--- config.mk ---
export PLATFORM = sky130hd
export DESIGN_NAME = hazard_scoreboard_flat
export DESIGN_NICKNAME = d
export VERILOG_FILES = /design/src/rtl/hazard_scoreboard_if.sv /design/src/rtl/hazard_scoreboard.sv /design/src/flat_wrapper.sv
export SDC_FILE = /design/constraint.sdc
export NUM_CORES = 1
export LEC_CHECK = 0
export ABC_CLOCK_PERIOD_IN_PS = 14120
export BUFFER_PORTS_ARGS = -buffer_cell sky130_fd_sc_hd__buf_4
export CORE_MARGIN = 1.5
export CORE_UTILIZATION = 65
export CTS_BUF_LIST = sky130_fd_sc_hd__clkbuf_4 sky130_fd_sc_hd__clkbuf_8
export CTS_CLUSTER_SIZE = 28
export DETAILED_ROUTE_END_ITERATION = 8
export PLACE_DENSITY = 0.93
export SLEW_MARGIN = 20
export SYNTH_ARGS = -nofsm -noshare
export SYNTH_HDL_FRONTEND = slang
export SYNTH_SLANG_ARGS = --single-unit
--- constraint.sdc ---
create_clock -name clk -period 14.12 [get_ports clk]
set_clock_uncertainty 0.2 [all_clocks]
set_input_delay 4.236 -clock clk [delete_from_list [all_inputs] [get_ports clk]]
set_output_delay 4.236 -clock clk [all_outputs]
set_load 0.005 [all_outputs]
--- src/rtl/hazard_scoreboard_if.sv ---
// Decode-stage issue bundle and hazard/status outputs of the hazard scoreboard.
// The slave modport is the scoreboard; the master modport is the controller side.
interface hazard_scoreboard_if #(
    parameter int NREGS = 16,
    parameter int AW    = 4,
    parameter int CW    = 3,
    parameter int PW    = 16
);
    logic             IssueD;
    logic             FlushD;
    logic             FlushAll;
    logic [AW-1:0]    RA1D;
    logic [AW-1:0]    RA2D;
    logic [AW-1:0]    RA3D;
    logic             UseRA1D;
    logic             UseRA2D;
    logic             UseRA3D;
    logic [AW-1:0]    WA3D;
    logic [AW-1:0]    WA4D;
    logic             WrA3D;
    logic             WrA4D;
    logic [CW-1:0]    LatD;
    logic             StallF;
    logic             StallD;
    logic [NREGS-1:0] BusyVec;
    logic [AW:0]      PendingCnt;
    logic [PW-1:0]    StallCycles;
    logic             ConflictErr;

    modport master (
        output IssueD, FlushD, FlushAll,
        output RA1D, RA2D, RA3D, UseRA1D, UseRA2D, UseRA3D,
        output WA3D, WA4D, WrA3D, WrA4D, LatD,
        input  StallF, StallD, BusyVec, PendingCnt, StallCycles, ConflictErr
    );

    modport slave (
        input  IssueD, FlushD, FlushAll,
        input  RA1D, RA2D, RA3D, UseRA1D, UseRA2D, UseRA3D,
        input  WA3D, WA4D, WrA3D, WrA4D, LatD,
        output StallF, StallD, BusyVec, PendingCnt, StallCycles, ConflictErr
    );
endinterface

--- src/rtl/hazard_scoreboard.sv ---
// Per-register countdown scoreboard: cnt[r] is the number of cycles until the
// in-flight result for r is forwardable. Stalls Decode on RAW/WAW conflicts.
module hazard_scoreboard #(
    parameter int NREGS   = 16,
    parameter int AW      = 4,
    parameter int CW      = 3,
    parameter int LAT_MAX = 6,
    parameter int PW      = 16
) (
    input logic                 clk,
    input logic                 reset,
    hazard_scoreboard_if.slave  bus
);

    logic [CW-1:0]    cnt [NREGS];
    logic [CW-1:0]    leff;
    logic             raw_hit;
    logic             waw_hit;
    logic             req;
    logic             stall;
    logic             fire;
    logic             same_dest;
    logic [NREGS-1:0] busy;
    logic [AW:0]      pend;

    assign leff = (bus.LatD > CW'(LAT_MAX)) ? CW'(LAT_MAX) : bus.LatD;

    // cnt == 1 means the value is on the forwarding path next cycle, so only > 1 stalls.
    assign raw_hit = (bus.UseRA1D && (cnt[bus.RA1D] > CW'(1)))
                   || (bus.UseRA2D && (cnt[bus.RA2D] > CW'(1)))
                   || (bus.UseRA3D && (cnt[bus.RA3D] > CW'(1)));

    // An older write still landing after this one would leave the wrong final value.
    assign waw_hit = (bus.WrA3D && (cnt[bus.WA3D] > leff))
                   || (bus.WrA4D && (cnt[bus.WA4D] > leff));

    assign req       = bus.IssueD && !bus.FlushD && !bus.FlushAll;
    assign stall     = req && (raw_hit || waw_hit);
    assign fire      = req && !stall;
    assign same_dest = bus.WrA3D && bus.WrA4D && (bus.WA3D == bus.WA4D);

    // NOTE: every bit written in always_comb gets a value before any loop or
    // branch, otherwise synthesis infers a latch to hold the old value.
    always_comb begin
        busy = '0;
        pend = '0;
        for (int r = 0; r < NREGS; r++) begin
            busy[r] = (cnt[r] != '0);
            pend    = pend + (AW+1)'(busy[r]);
        end
    end

    // NOTE: the counter array is cleared by reset on purpose: it is control
    // state, and a stale count would stall or mis-forward after reset.
    // NOTE: sequential state uses non-blocking assignments so every register
    // samples pre-edge values regardless of statement order.
    always_ff @(posedge clk or negedge reset) begin
        if (!reset) begin
            for (int r = 0; r < NREGS; r++) begin
                cnt[r] <= '0;
            end
        end else begin
            for (int r = 0; r < NREGS; r++) begin
                if (bus.FlushAll) begin
                    cnt[r] <= '0;
                end else if (fire && (leff != '0) &&
                             ((bus.WrA3D && (bus.WA3D == AW'(r))) ||
                              (bus.WrA4D && (bus.WA4D == AW'(r))))) begin
                    cnt[r] <= leff;
                end else if (cnt[r] != '0) begin
                    cnt[r] <= cnt[r] - CW'(1);
                end
            end
        end
    end

    always_ff @(posedge clk or negedge reset) begin
        if (!reset) begin
            bus.StallCycles <= '0;
            bus.ConflictErr <= 1'b0;
        end else begin
            if (stall && (bus.StallCycles != '1)) begin
                bus.StallCycles <= bus.StallCycles + PW'(1);
            end
            if (fire && same_dest) begin
                bus.ConflictErr <= 1'b1;
            end
        end
    end

    assign bus.StallD     = stall;
    assign bus.StallF     = stall;
    assign bus.BusyVec    = busy;
    assign bus.PendingCnt = pend;

endmodule
--- src/flat_wrapper.sv ---
// flat-port wrapper written by rule: the top's interface ports become plain ports
module hazard_scoreboard_flat 
#(
    parameter int NREGS   = 16,
    parameter int AW      = 4,
    parameter int CW      = 3,
    parameter int LAT_MAX = 6,
    parameter int PW      = 16
)
  (clk, reset, bus_IssueD, bus_FlushD, bus_FlushAll, bus_RA1D, bus_RA2D, bus_RA3D, bus_UseRA1D, bus_UseRA2D, bus_UseRA3D, bus_WA3D, bus_WA4D, bus_WrA3D, bus_WrA4D, bus_LatD, bus_StallF, bus_StallD, bus_BusyVec, bus_PendingCnt, bus_StallCycles, bus_ConflictErr);
  hazard_scoreboard_if #(.NREGS(NREGS), .AW(AW), .CW(CW), .PW(PW)) bus_i ();
  input logic clk;
  input logic reset;
  input wire logic [$bits(bus_i.IssueD)-1:0] bus_IssueD;
  input wire logic [$bits(bus_i.FlushD)-1:0] bus_FlushD;
  input wire logic [$bits(bus_i.FlushAll)-1:0] bus_FlushAll;
  input wire logic [$bits(bus_i.RA1D)-1:0] bus_RA1D;
  input wire logic [$bits(bus_i.RA2D)-1:0] bus_RA2D;
  input wire logic [$bits(bus_i.RA3D)-1:0] bus_RA3D;
  input wire logic [$bits(bus_i.UseRA1D)-1:0] bus_UseRA1D;
  input wire logic [$bits(bus_i.UseRA2D)-1:0] bus_UseRA2D;
  input wire logic [$bits(bus_i.UseRA3D)-1:0] bus_UseRA3D;
  input wire logic [$bits(bus_i.WA3D)-1:0] bus_WA3D;
  input wire logic [$bits(bus_i.WA4D)-1:0] bus_WA4D;
  input wire logic [$bits(bus_i.WrA3D)-1:0] bus_WrA3D;
  input wire logic [$bits(bus_i.WrA4D)-1:0] bus_WrA4D;
  input wire logic [$bits(bus_i.LatD)-1:0] bus_LatD;
  output wire logic [$bits(bus_i.StallF)-1:0] bus_StallF;
  output wire logic [$bits(bus_i.StallD)-1:0] bus_StallD;
  output wire logic [$bits(bus_i.BusyVec)-1:0] bus_BusyVec;
  output wire logic [$bits(bus_i.PendingCnt)-1:0] bus_PendingCnt;
  output wire logic [$bits(bus_i.StallCycles)-1:0] bus_StallCycles;
  output wire logic [$bits(bus_i.ConflictErr)-1:0] bus_ConflictErr;
  assign bus_i.IssueD = bus_IssueD;
  assign bus_i.FlushD = bus_FlushD;
  assign bus_i.FlushAll = bus_FlushAll;
  assign bus_i.RA1D = bus_RA1D;
  assign bus_i.RA2D = bus_RA2D;
  assign bus_i.RA3D = bus_RA3D;
  assign bus_i.UseRA1D = bus_UseRA1D;
  assign bus_i.UseRA2D = bus_UseRA2D;
  assign bus_i.UseRA3D = bus_UseRA3D;
  assign bus_i.WA3D = bus_WA3D;
  assign bus_i.WA4D = bus_WA4D;
  assign bus_i.WrA3D = bus_WrA3D;
  assign bus_i.WrA4D = bus_WrA4D;
  assign bus_i.LatD = bus_LatD;
  assign bus_StallF = bus_i.StallF;
  assign bus_StallD = bus_i.StallD;
  assign bus_BusyVec = bus_i.BusyVec;
  assign bus_PendingCnt = bus_i.PendingCnt;
  assign bus_StallCycles = bus_i.StallCycles;
  assign bus_ConflictErr = bus_i.ConflictErr;
  hazard_scoreboard #(.NREGS(NREGS), .AW(AW), .CW(CW), .LAT_MAX(LAT_MAX), .PW(PW)) u_core (.clk(clk), .reset(reset), .bus(bus_i));
endmodule
==> out/summary.txt <==
Drt via density: 6.574
I/O Pins: 73
Worst hold stages: 1
Worst skew pair latency: 0.35 ns
Register area share after synthesis: 0.2643
Final hold violation count: 0
Initial antenna violation count: 0
Setup slack, reg-to-reg: 10.05 ns
Setup Fix Bufs, Post-CTS: 0
Die area: 0.01006 mm^2
Critical Path Start: bus_WA4D[0]
Post-synth EDFFs: 0
Clk slew on worst S/H paths: 0.07 ns
RSZ-0062 raised after global routing: no
Mapped Area: 0.006155 mm^2
# hold bufs at CTS: 0
Synth-to-layout area growth: 12.73%
Main synth FF type: dfrtp_1
Initial Util: 0.6693
Crit path required time: 9.68 ns
Crit Path Max Fanout: 20
Worst R2R End: u_core.bus.StallCycles[1]$_DFFE_PN0P_
FF+latch count, synth: 65
HP Start: u_core.bus.StallCycles[11]$_DFFE_PN0P_
Grt met3 use: 0.05989
Vias in the first global route: 5271
Slew Limit Fails: 0
Overall die height: 100.3 um
Final instance area: 0.006938 mm^2
Syn. warnings: 0
Avg Cell Area, Syn: 9.895 um^2
GR Util met1: 0.4303
Crit path largest cell delay: 0.53 ns
WL/cell: 21.09 um
Port buffer count: 72
Setup violations, final: 0
Row count: 35
NumNets Final: 758
Detailed placement HPWL: 12270 um
Critical path class: in -> out
Hold Path Class: reg -> reg
Ys async rst share: 1.000
Crit path arrival time: 7.31 ns
Status: complete, no violations
DR iter-0 viols: 541
Mapped Nets: 707
ANT nets after route: 0
GPL Wtd Cong: 0.9694
Met2 Resource Use GR: 0.5793
Hold slack: 0.2964 ns
Slew headroom: 0.3645
Crit end category: primary output
Die Span X: 100.3 um
Grt total ovfl: 0
Post_cts resized: 0
Share of cells above drive strength 1: 0.2301
Worst r2r path cells: 9
Final WL: 16640 um
Placed cell area: 0.006688 mm^2
Gr busiest metal: met2
Residual DRC: 0
Crit-path cells: buf_4 -> mux4_2 -> mux4_2 -> ha_1 -> a21boi_0 -> o21ai_0 -> a311oi_1 -> a211oi_2 -> and2_2 -> nor2_1 -> buf_4
Worst Setup EP: bus_StallF
Global-route wire length before repair: 26530 um
Max Clk Rate: 85.17 MHz
Clock Tree Buf Depth: 2
Pre-antenna DRT Iters: 5
H-tree depth: 3
Cells after Synth: 622
Critical Path Start Type: input port
Total GRT Usage: 0.3466
Via count: 5187
CTS Buf Count: 9
Antenna diodes: 0
CTS tree: built
Core Region: 0.009196 mm^2
Slew at the pin closest to its max-slew limit: 0.9515 ns
Tmin final: 11.74 ns
CTS Sinks: 65
Root Driver: clkbuf_8
Maxcap violations: 0
Critical R2R Launch: u_core.cnt[2]$_DFFE_PN0P_
Yosys cell types: 51
Largest net degree at the start of global routing: 66
Final period util: 0.8316
Setup TNS: 0 ns
Crit path max-delay cell type: mux4_2
cell usage after synthesis (all sizes together), types with 2 or more instances:
cell | instances | share of area
nor2 | 108 | 0.066
inv | 73 | 0.045
dfrtp | 65 | 0.26
mux2 | 49 | 0.090
mux4 | 43 | 0.16
ha | 42 | 0.085
xnor2 | 30 | 0.043
clkbuf | 26 | 0.016
a21oi | 23 | 0.019
nand3 | 20 | 0.025
mux2i | 19 | 0.031
nand2 | 17 | 0.010
nor2b | 17 | 0.017
fa | 10 | 0.033
buf | 8 | 0.010
xor2 | 8 | 0.011
o22ai | 7 | 0.0071
nand4 | 6 | 0.0061
a22o | 5 | 0.0071
and3 | 5 | 0.0051
nor3b | 4 | 0.0049
and4 | 3 | 0.0043
nand2b | 3 | 0.0030
nand3b | 3 | 0.0037
nor3 | 3 | 0.0024
or2 | 3 | 0.0030
a211oi | 2 | 0.0041
a21boi | 2 | 0.0024
and2 | 2 | 0.0022
nor4 | 2 | 0.0020
o21ai | 2 | 0.0016
routing by layer:
| layer | routed length (um) | share of wire |
|---|---|---|
| met1 | 6042 | 0.36 |
| met2 | 8057 | 0.48 |
| met5 | 0 | 0 |
| met3 | 1610 | 0.097 |
| met4 | 926 | 0.056 |
area by class of cell:
type	instances	area, um^2
Timing Repair Buffer	74	555.5
Inverter	73	274.0
Tap cell	111	138.9
Clock buffer	11	145.1
Multi-Input combinational cell	450	4095
Sequential cell	65	1627
Fill cell	559	2258
Clock inverter	5	102.6
how the worst min path moves through the flow:
stage / end / slack, ns
2_1_floorplan: u_core.bus.ConflictErr$_DFFE_PN0P_ / 0.27
3_3_place_gp: u_core.bus.ConflictErr$_DFFE_PN0P_ / 0.26
3_5_place_dp: u_core.bus.StallCycles[11]$_DFFE_PN0P_ / 0.28
4_1_cts: u_core.bus.StallCycles[11]$_DFFE_PN0P_ / 0.29
5_1_grt: u_core.bus.StallCycles[11]$_DFFE_PN0P_ / 0.30
6_report: u_core.bus.StallCycles[11]$_DFFE_PN0P_ / 0.30
stage by stage:
step,setup slack (ns),std cells,utilization
floorplan,2.163,622,-
global placement,2.550,773,0.7272
detailed placement,2.399,773,0.7272
CTS,2.393,789,0.7542
global route,2.181,789,0.7544
finish,2.378,789,0.7544
worst max-delay path, delay by kind of cell:
family | cells | cell delay, ns
adder cells (fa/ha/maj) | 1 | 0.35
multiplexers | 2 | 1.01
buffers and inverters | 2 | 0.38
AND/OR/NAND/NOR | 2 | 0.58
AO/OA/AOI/OAI | 4 | 0.73
cells in the final DEF, fill, tap and decap left out, types with 11 or more instances in the layout:
cell       n
mux4_2    43
nor2_1   107
nor2b_1   17
a21oi_1   23
dfrtp_1   65
buf_4     74
nand2_1   17
nand3_2   11
mux2i_1   19
inv_1     73
ha_1      42
mux2_1    47
xnor2_1   30
registers in the layout (all words and copies together) (netlist names):
name                    count
u_core.bus.StallCycles     16
u_core.cnt                 48
u_core.bus.ConflictErr      1
logic make-up after synthesis:
| logic type | after synthesis | share of synthesized area |
|---|---|---|
| AO/OA/AOI/OAI | 51 | 0.05672 |
| XOR/XNOR | 38 | 0.05408 |
| adder cells (fa/ha/maj) | 52 | 0.1179 |
| buffers and inverters | 107 | 0.07074 |
| flip-flops | 65 | 0.2643 |
| multiplexers | 111 | 0.2779 |
| AND/OR/NAND/NOR | 198 | 0.1584 |
Power is not shown: default switching activity piles up to over one toggle a cycle in this logic, so the estimate is an artifact.
